===== src/rtl/wshb_arbiter.sv =====
// Two-master Wishbone arbiter for a shared slave port.
// Uses round-robin grant on contention, holds the grant for the whole cycle, and errors a strobe when the slave wait times out.
module wshb_arbiter #(
   parameter int DATA_BYTES = 4,
   parameter int ADDR_W     = 32,
   parameter int TIMEOUT    = 255
) (
   input  logic                      sys_clk,
   input  logic                      sys_rst_n,

   input  logic                      m0_cyc,
   input  logic                      m0_stb,
   input  logic                      m0_we,
   input  logic [ADDR_W-1:0]         m0_adr,
   input  logic [8*DATA_BYTES-1:0]   m0_dat_ms,
   input  logic [DATA_BYTES-1:0]     m0_sel,
   input  logic [2:0]                m0_cti,
   input  logic [1:0]                m0_bte,
   output logic                      m0_ack,
   output logic                      m0_err,
   output logic                      m0_rty,
   output logic [8*DATA_BYTES-1:0]   m0_dat_sm,

   input  logic                      m1_cyc,
   input  logic                      m1_stb,
   input  logic                      m1_we,
   input  logic [ADDR_W-1:0]         m1_adr,
   input  logic [8*DATA_BYTES-1:0]   m1_dat_ms,
   input  logic [DATA_BYTES-1:0]     m1_sel,
   input  logic [2:0]                m1_cti,
   input  logic [1:0]                m1_bte,
   output logic                      m1_ack,
   output logic                      m1_err,
   output logic                      m1_rty,
   output logic [8*DATA_BYTES-1:0]   m1_dat_sm,

   output logic                      s_cyc,
   output logic                      s_stb,
   output logic                      s_we,
   output logic [ADDR_W-1:0]         s_adr,
   output logic [8*DATA_BYTES-1:0]   s_dat_ms,
   output logic [DATA_BYTES-1:0]     s_sel,
   output logic [2:0]                s_cti,
   output logic [1:0]                s_bte,
   input  logic                      s_ack,
   input  logic                      s_err,
   input  logic                      s_rty,
   input  logic [8*DATA_BYTES-1:0]   s_dat_sm,

   output logic [1:0]                gnt
);

   localparam int          DW        = 8*DATA_BYTES;
   localparam logic [15:0] TIMEOUT_C = 16'(TIMEOUT);

   typedef enum logic [1:0] {
      IDLE   = 2'd0,
      GRANT0 = 2'd1,
      GRANT1 = 2'd2
   } state_t;

   state_t            state_r;
   state_t            next_state_s;
   logic              last_grant_r;
   logic [15:0]       wait_cnt_r;
   logic [1:0]        gnt_r;

   logic              granted_s;
   logic              slave_rsp_s;
   logic              timeout_s;

   logic              route_cyc_s;
   logic              route_stb_s;
   logic              rsp0_ack_s;
   logic              rsp0_err_s;
   logic              rsp0_rty_s;
   logic              rsp1_ack_s;
   logic              rsp1_err_s;
   logic              rsp1_rty_s;

   assign granted_s   = (state_r == GRANT0) || (state_r == GRANT1);
   assign slave_rsp_s = s_ack | s_err | s_rty;
   assign timeout_s   = granted_s && (wait_cnt_r == TIMEOUT_C);

   // Next-state selection: round-robin from IDLE, hold the grant while the owner keeps cyc high
   always_comb begin
      next_state_s = state_r;
      case (state_r)
         IDLE: begin
            if (m0_cyc && m1_cyc) begin
               if (last_grant_r) begin
                  next_state_s = GRANT0;
               end else begin
                  next_state_s = GRANT1;
               end
            end else if (m0_cyc) begin
               next_state_s = GRANT0;
            end else if (m1_cyc) begin
               next_state_s = GRANT1;
            end else begin
               next_state_s = IDLE;
            end
         end
         GRANT0: begin
            if (m0_cyc) begin
               next_state_s = GRANT0;
            end else begin
               next_state_s = IDLE;
            end
         end
         GRANT1: begin
            if (m1_cyc) begin
               next_state_s = GRANT1;
            end else begin
               next_state_s = IDLE;
            end
         end
         default: begin
            next_state_s = IDLE;
         end
      endcase
   end

   // State, grant status and round-robin history registers
   always_ff @(posedge sys_clk) begin
      if (!sys_rst_n) begin
         state_r      <= IDLE;
         last_grant_r <= 1'b1;
         gnt_r        <= 2'b00;
      end else begin
         state_r <= next_state_s;
         gnt_r   <= {next_state_s == GRANT1, next_state_s == GRANT0};
         if ((state_r == IDLE) && (next_state_s == GRANT0)) begin
            last_grant_r <= 1'b0;
         end else if ((state_r == IDLE) && (next_state_s == GRANT1)) begin
            last_grant_r <= 1'b1;
         end else begin
            last_grant_r <= last_grant_r;
         end
      end
   end

   // Slave wait counter; cleared while idle so every grant starts from zero
   always_ff @(posedge sys_clk) begin
      if (!sys_rst_n) begin
         wait_cnt_r <= 16'd0;
      end else if (!granted_s) begin
         wait_cnt_r <= 16'd0;
      end else if (slave_rsp_s || timeout_s) begin
         wait_cnt_r <= 16'd0;
      end else if (s_stb && (wait_cnt_r < TIMEOUT_C)) begin
         wait_cnt_r <= wait_cnt_r + 16'd1;
      end else begin
         wait_cnt_r <= wait_cnt_r;
      end
   end

   // Zero-latency routing between the granted master and the slave
   always_comb begin
      route_cyc_s = 1'b0;
      route_stb_s = 1'b0;
      s_we        = 1'b0;
      s_adr       = '0;
      s_dat_ms    = '0;
      s_sel       = '0;
      s_cti       = 3'b000;
      s_bte       = 2'b00;
      rsp0_ack_s  = 1'b0;
      rsp0_err_s  = 1'b0;
      rsp0_rty_s  = 1'b0;
      rsp1_ack_s  = 1'b0;
      rsp1_err_s  = 1'b0;
      rsp1_rty_s  = 1'b0;
      m0_dat_sm   = '0;
      m1_dat_sm   = '0;
      case (state_r)
         GRANT0: begin
            route_cyc_s = m0_cyc;
            route_stb_s = m0_cyc & m0_stb;
            s_we        = m0_we;
            s_adr       = m0_adr;
            s_dat_ms    = m0_dat_ms;
            s_sel       = m0_sel;
            s_cti       = m0_cti;
            s_bte       = m0_bte;
            rsp0_ack_s  = s_ack;
            rsp0_err_s  = s_err | timeout_s;
            rsp0_rty_s  = s_rty;
            m0_dat_sm   = s_dat_sm;
         end
         GRANT1: begin
            route_cyc_s = m1_cyc;
            route_stb_s = m1_cyc & m1_stb;
            s_we        = m1_we;
            s_adr       = m1_adr;
            s_dat_ms    = m1_dat_ms;
            s_sel       = m1_sel;
            s_cti       = m1_cti;
            s_bte       = m1_bte;
            rsp1_ack_s  = s_ack;
            rsp1_err_s  = s_err | timeout_s;
            rsp1_rty_s  = s_rty;
            m1_dat_sm   = s_dat_sm;
         end
         default: begin
            route_cyc_s = 1'b0;
            route_stb_s = 1'b0;
         end
      endcase
   end

   // Reset kills handshakes immediately; a timeout drops the slave cycle for its error beat
   assign s_cyc  = route_cyc_s & sys_rst_n & ~timeout_s;
   assign s_stb  = route_stb_s & sys_rst_n & ~timeout_s;
   assign m0_ack = rsp0_ack_s & sys_rst_n;
   assign m0_err = rsp0_err_s & sys_rst_n;
   assign m0_rty = rsp0_rty_s & sys_rst_n;
   assign m1_ack = rsp1_ack_s & sys_rst_n;
   assign m1_err = rsp1_err_s & sys_rst_n;
   assign m1_rty = rsp1_rty_s & sys_rst_n;
   assign gnt    = gnt_r;

   logic unused_dw_s;
   assign unused_dw_s = (DW == 0);

endmodule


===== config.mk =====
export PLATFORM = sky130hd
export DESIGN_NAME = wshb_arbiter
export DESIGN_NICKNAME = d
export VERILOG_FILES = /design/src/rtl/wshb_arbiter.sv
export SDC_FILE = /design/constraint.sdc
export NUM_CORES = 1
export LEC_CHECK = 0
export CORE_AREA = 2 2 132 134
export CTS_BUF_LIST = sky130_fd_sc_hd__clkbuf_8
export CTS_CLUSTER_SIZE = 14
export DETAILED_ROUTE_END_ITERATION = 8
export DIE_AREA = 0 0 134 136
export GPL_TIMING_DRIVEN = 0
export PLACE_DENSITY_LB_ADDON = 0.3
export SLEW_MARGIN = 5
export SYNTH_ARGS = -nofsm -noshare
export SYNTH_HDL_FRONTEND = slang
export SYNTH_SLANG_ARGS = --single-unit

===== constraint.sdc =====
create_clock -name sys_clk -period 3.1 [get_ports sys_clk]
set_clock_uncertainty 0.1 [all_clocks]
set_input_delay 0.93 -clock sys_clk [delete_from_list [all_inputs] [get_ports sys_clk]]
set_output_delay 0.93 -clock sys_clk [all_outputs]
set_load 0.05 [all_outputs]

==> summary.txt <==
outcome: completed
Die X-Extent: 134 microns
Max-slew headroom: 40.3%
nets: 887
met3 wire length: 1.09 mm
largest net degree at the start of global routing: 12
CP Capture Type: output port
Initial Utilization: 15.1%
Slew Limit Fails: 0
num ports: 337
M1 WL: 6.74 mm
synth top area cells: a22oi_1, and2_1, nor2b_1
Initial DRT Pass Iterations: 4
Die Y: 136 microns
WL final: 15.9 mm
Max Fclk: 328 MHz
Setup crit start: s_dat_sm[31]
post-layout min period: 3050 ps
vias in the first global route: 3,602
cell taking the most area after synthesis: a22oi_1
TritonCTS buffer count: 3
initial antenna violation count: 1
FF-to-FF Start: state_r[0]
Final Hold Fails: 0
syn_nets: 547
global-route wire length before repair: 22.5 mm
switching share of total power: 45.0%
P_int: 811 uW
Skew-Pair Late Insertion Delay: 260 ps
share of cells above drive strength 1: 27.5%
GPL Wtd Cong: 0.768
post-DP HPWL: 13.5 mm
placed cells: 913
Total GRT Usage: 15.8%
Synth top area share: 22.1%
Final ANT Viol Nets: 0
clock root buffer: clkbuf_8
CTS Sinks: 21
via count: 3,748
Max VDD drop: 0.145 mV
sequential share of the synthesized area: 16.5%
Worst setup SP type: primary input
# hold bufs at CTS: 0
GRT overflow: 0
vias per cell: 4.08
Post-Syn Area: 2550 sq um
residual DRC count: 0
post-synth cell types: 33
Hold Path Class: reg -> reg
P per Cell Area: 242 nW/um^2
Static Leak: 2.33 nW
Clock power frac: 12.2%
Worst-Margin Slew: 887 ps
fin crit share: 98.3%
die footprint: 18,200 sq um
top layer in use: met4
Cells after Synth: 353
final setup violation count: 0
DR WL met2: 7.96 mm
H-tree levels: 1
CP Data Required Time: 2070 ps
DRT iter0 DRCs: 105
Clock Tree Buf Depth: 2
Rows: 48
PortBufs: 335
postcts setup bufs: 0
area delta synth->final: 139%
portion of total power attributed to combinational logic: 68.9%
commonest non-fill, non-tap cell in the layout: clkdlybuf4s50_1
max_cap viols: 0
crit path kind: in -> out
Setup TNS: 0 ps
P_sw: 663 uW
routed len/inst: 17.3 microns
Flop pwr share: 18.9%
Hold Path Origin: wait_cnt_r[7]
Core Region: 16,900 sq um
worst-path fanout max: 2
Worst EP arrival: 2020 ps
number of synthesized register bits: 21
fin util: 36.2%
most frequent cells in the layout: clkdlybuf4s50_1, nor2b_1, and2_1
TritonCTS clock tree: built
Avg Cell Area, Syn: 7.22 sq um
clock slew at reported path FFs: 70 ps
Non-Filler Instances: 918
Syn. warnings: 0
registers in the layout, indices dropped and copies added (netlist names):
signal and count:
last_grant_r 1, gnt 2, state_r 2, wait_cnt_r 16
critical path: stages:
cell             delay [ps]
clkdlybuf4s50_1         470
and2_1                  120
clkdlybuf4s15_1         500
cell usage after synthesis:
library cell  instances
o22ai_1               1
o21ai_0               3
nand4_4               1
ha_1                  5
and2_1               74
buf_2                 2
mux2i_1               1
nor4_1                2
nand4_1               2
nand2_1               6
or4_1                 2
nor2b_1              74
or3_4                 1
or4_4                 1
a22oi_1              75
a21oi_2               1
a31oi_1               1
buf_1                 3
a41oi_1               1
nor2_1               16
xnor2_1               5
a21oi_1               1
nor3_1                2
nor4_4                2
and3_1                6
dfxtp_1              21
o31ai_1               2
clkbuf_1             29
inv_1                 5
nor3b_1               1
nand3_1               3
a21boi_0              3
o311ai_0              1
stage by stage:
step / setup WS (ps) / hold slack [ps] / power (mW) / cell area, sq um
after floorplan: 49.5 / 366 / 0.824 / 2550
after detailed placement: -827 / 388 / 1.32 / 6180
after global placement: -874 / 388 / 1.32 / 6180
after global routing: -0.451 / 425 / 1.55 / 6100
after CTS: 2.49 / 401 / 1.48 / 6090
final: 53.0 / 399 / 1.47 / 6100
power groups by stage:
stage,Sequential (mW),Clock (mW),Combinational (mW)
final,0.279,0.179,1.02
after global routing,0.280,0.197,1.08
after CTS,0.279,0.181,1.02
after detailed placement,0.286,0,1.04
after global placement,0.286,0,1.04
after floorplan,0.292,0,0.533
metal layers:
metal | up-vias | GRT usage (%)
met5 | - | 0
met4 | 0 | 1.95
met3 | 9 | 3.28
met2 | 148 | 28.2
met1 | 1672 | 20.2
li1 | 1919 | -
area by class of cell:
type	count	area, sq um
fillers	1811	10800
repair buffers	335	3110
multi-input cells	293	2030
flip-flops and latches	21	420
well taps	225	282
plain buffers	34	195
clock buffers	3	41.3
inverters	5	18.8
clock inverters	1	3.75
diodes	1	2.50
final timing paths:
kind | to | cells past startpoint | slack, ps
worst min-delay path | wait_cnt_r[7] | 2 | 400
worst max register to register | wait_cnt_r[7] | 7 | 970
worst max-delay path | m1_dat_sm[31] | 3 | 50
worst min register to register | wait_cnt_r[7] | 2 | 400
logic make-up after synthesis:
logic type                 Yosys count  share of synthesized area [%]
xor gates and xnor gates             5                           1.72
DFF                                 21                           16.5
muxes                                1                          0.393
and+or+nand+nor                    193                           47.3
buffers and inverters               39                           5.84
adders and majority gates            5                           2.45
AOI/OAI and AO/OA                   89                           25.9
what timing repair did:
item / CTS / global route
resized for setup: 609 / 76
pin swaps: 0 / 0
endpoints found under the hold margin: 0 / 0
setup endpoints to repair: 146 / 118
No activity file was read; power rests on OpenSTA's default activity.
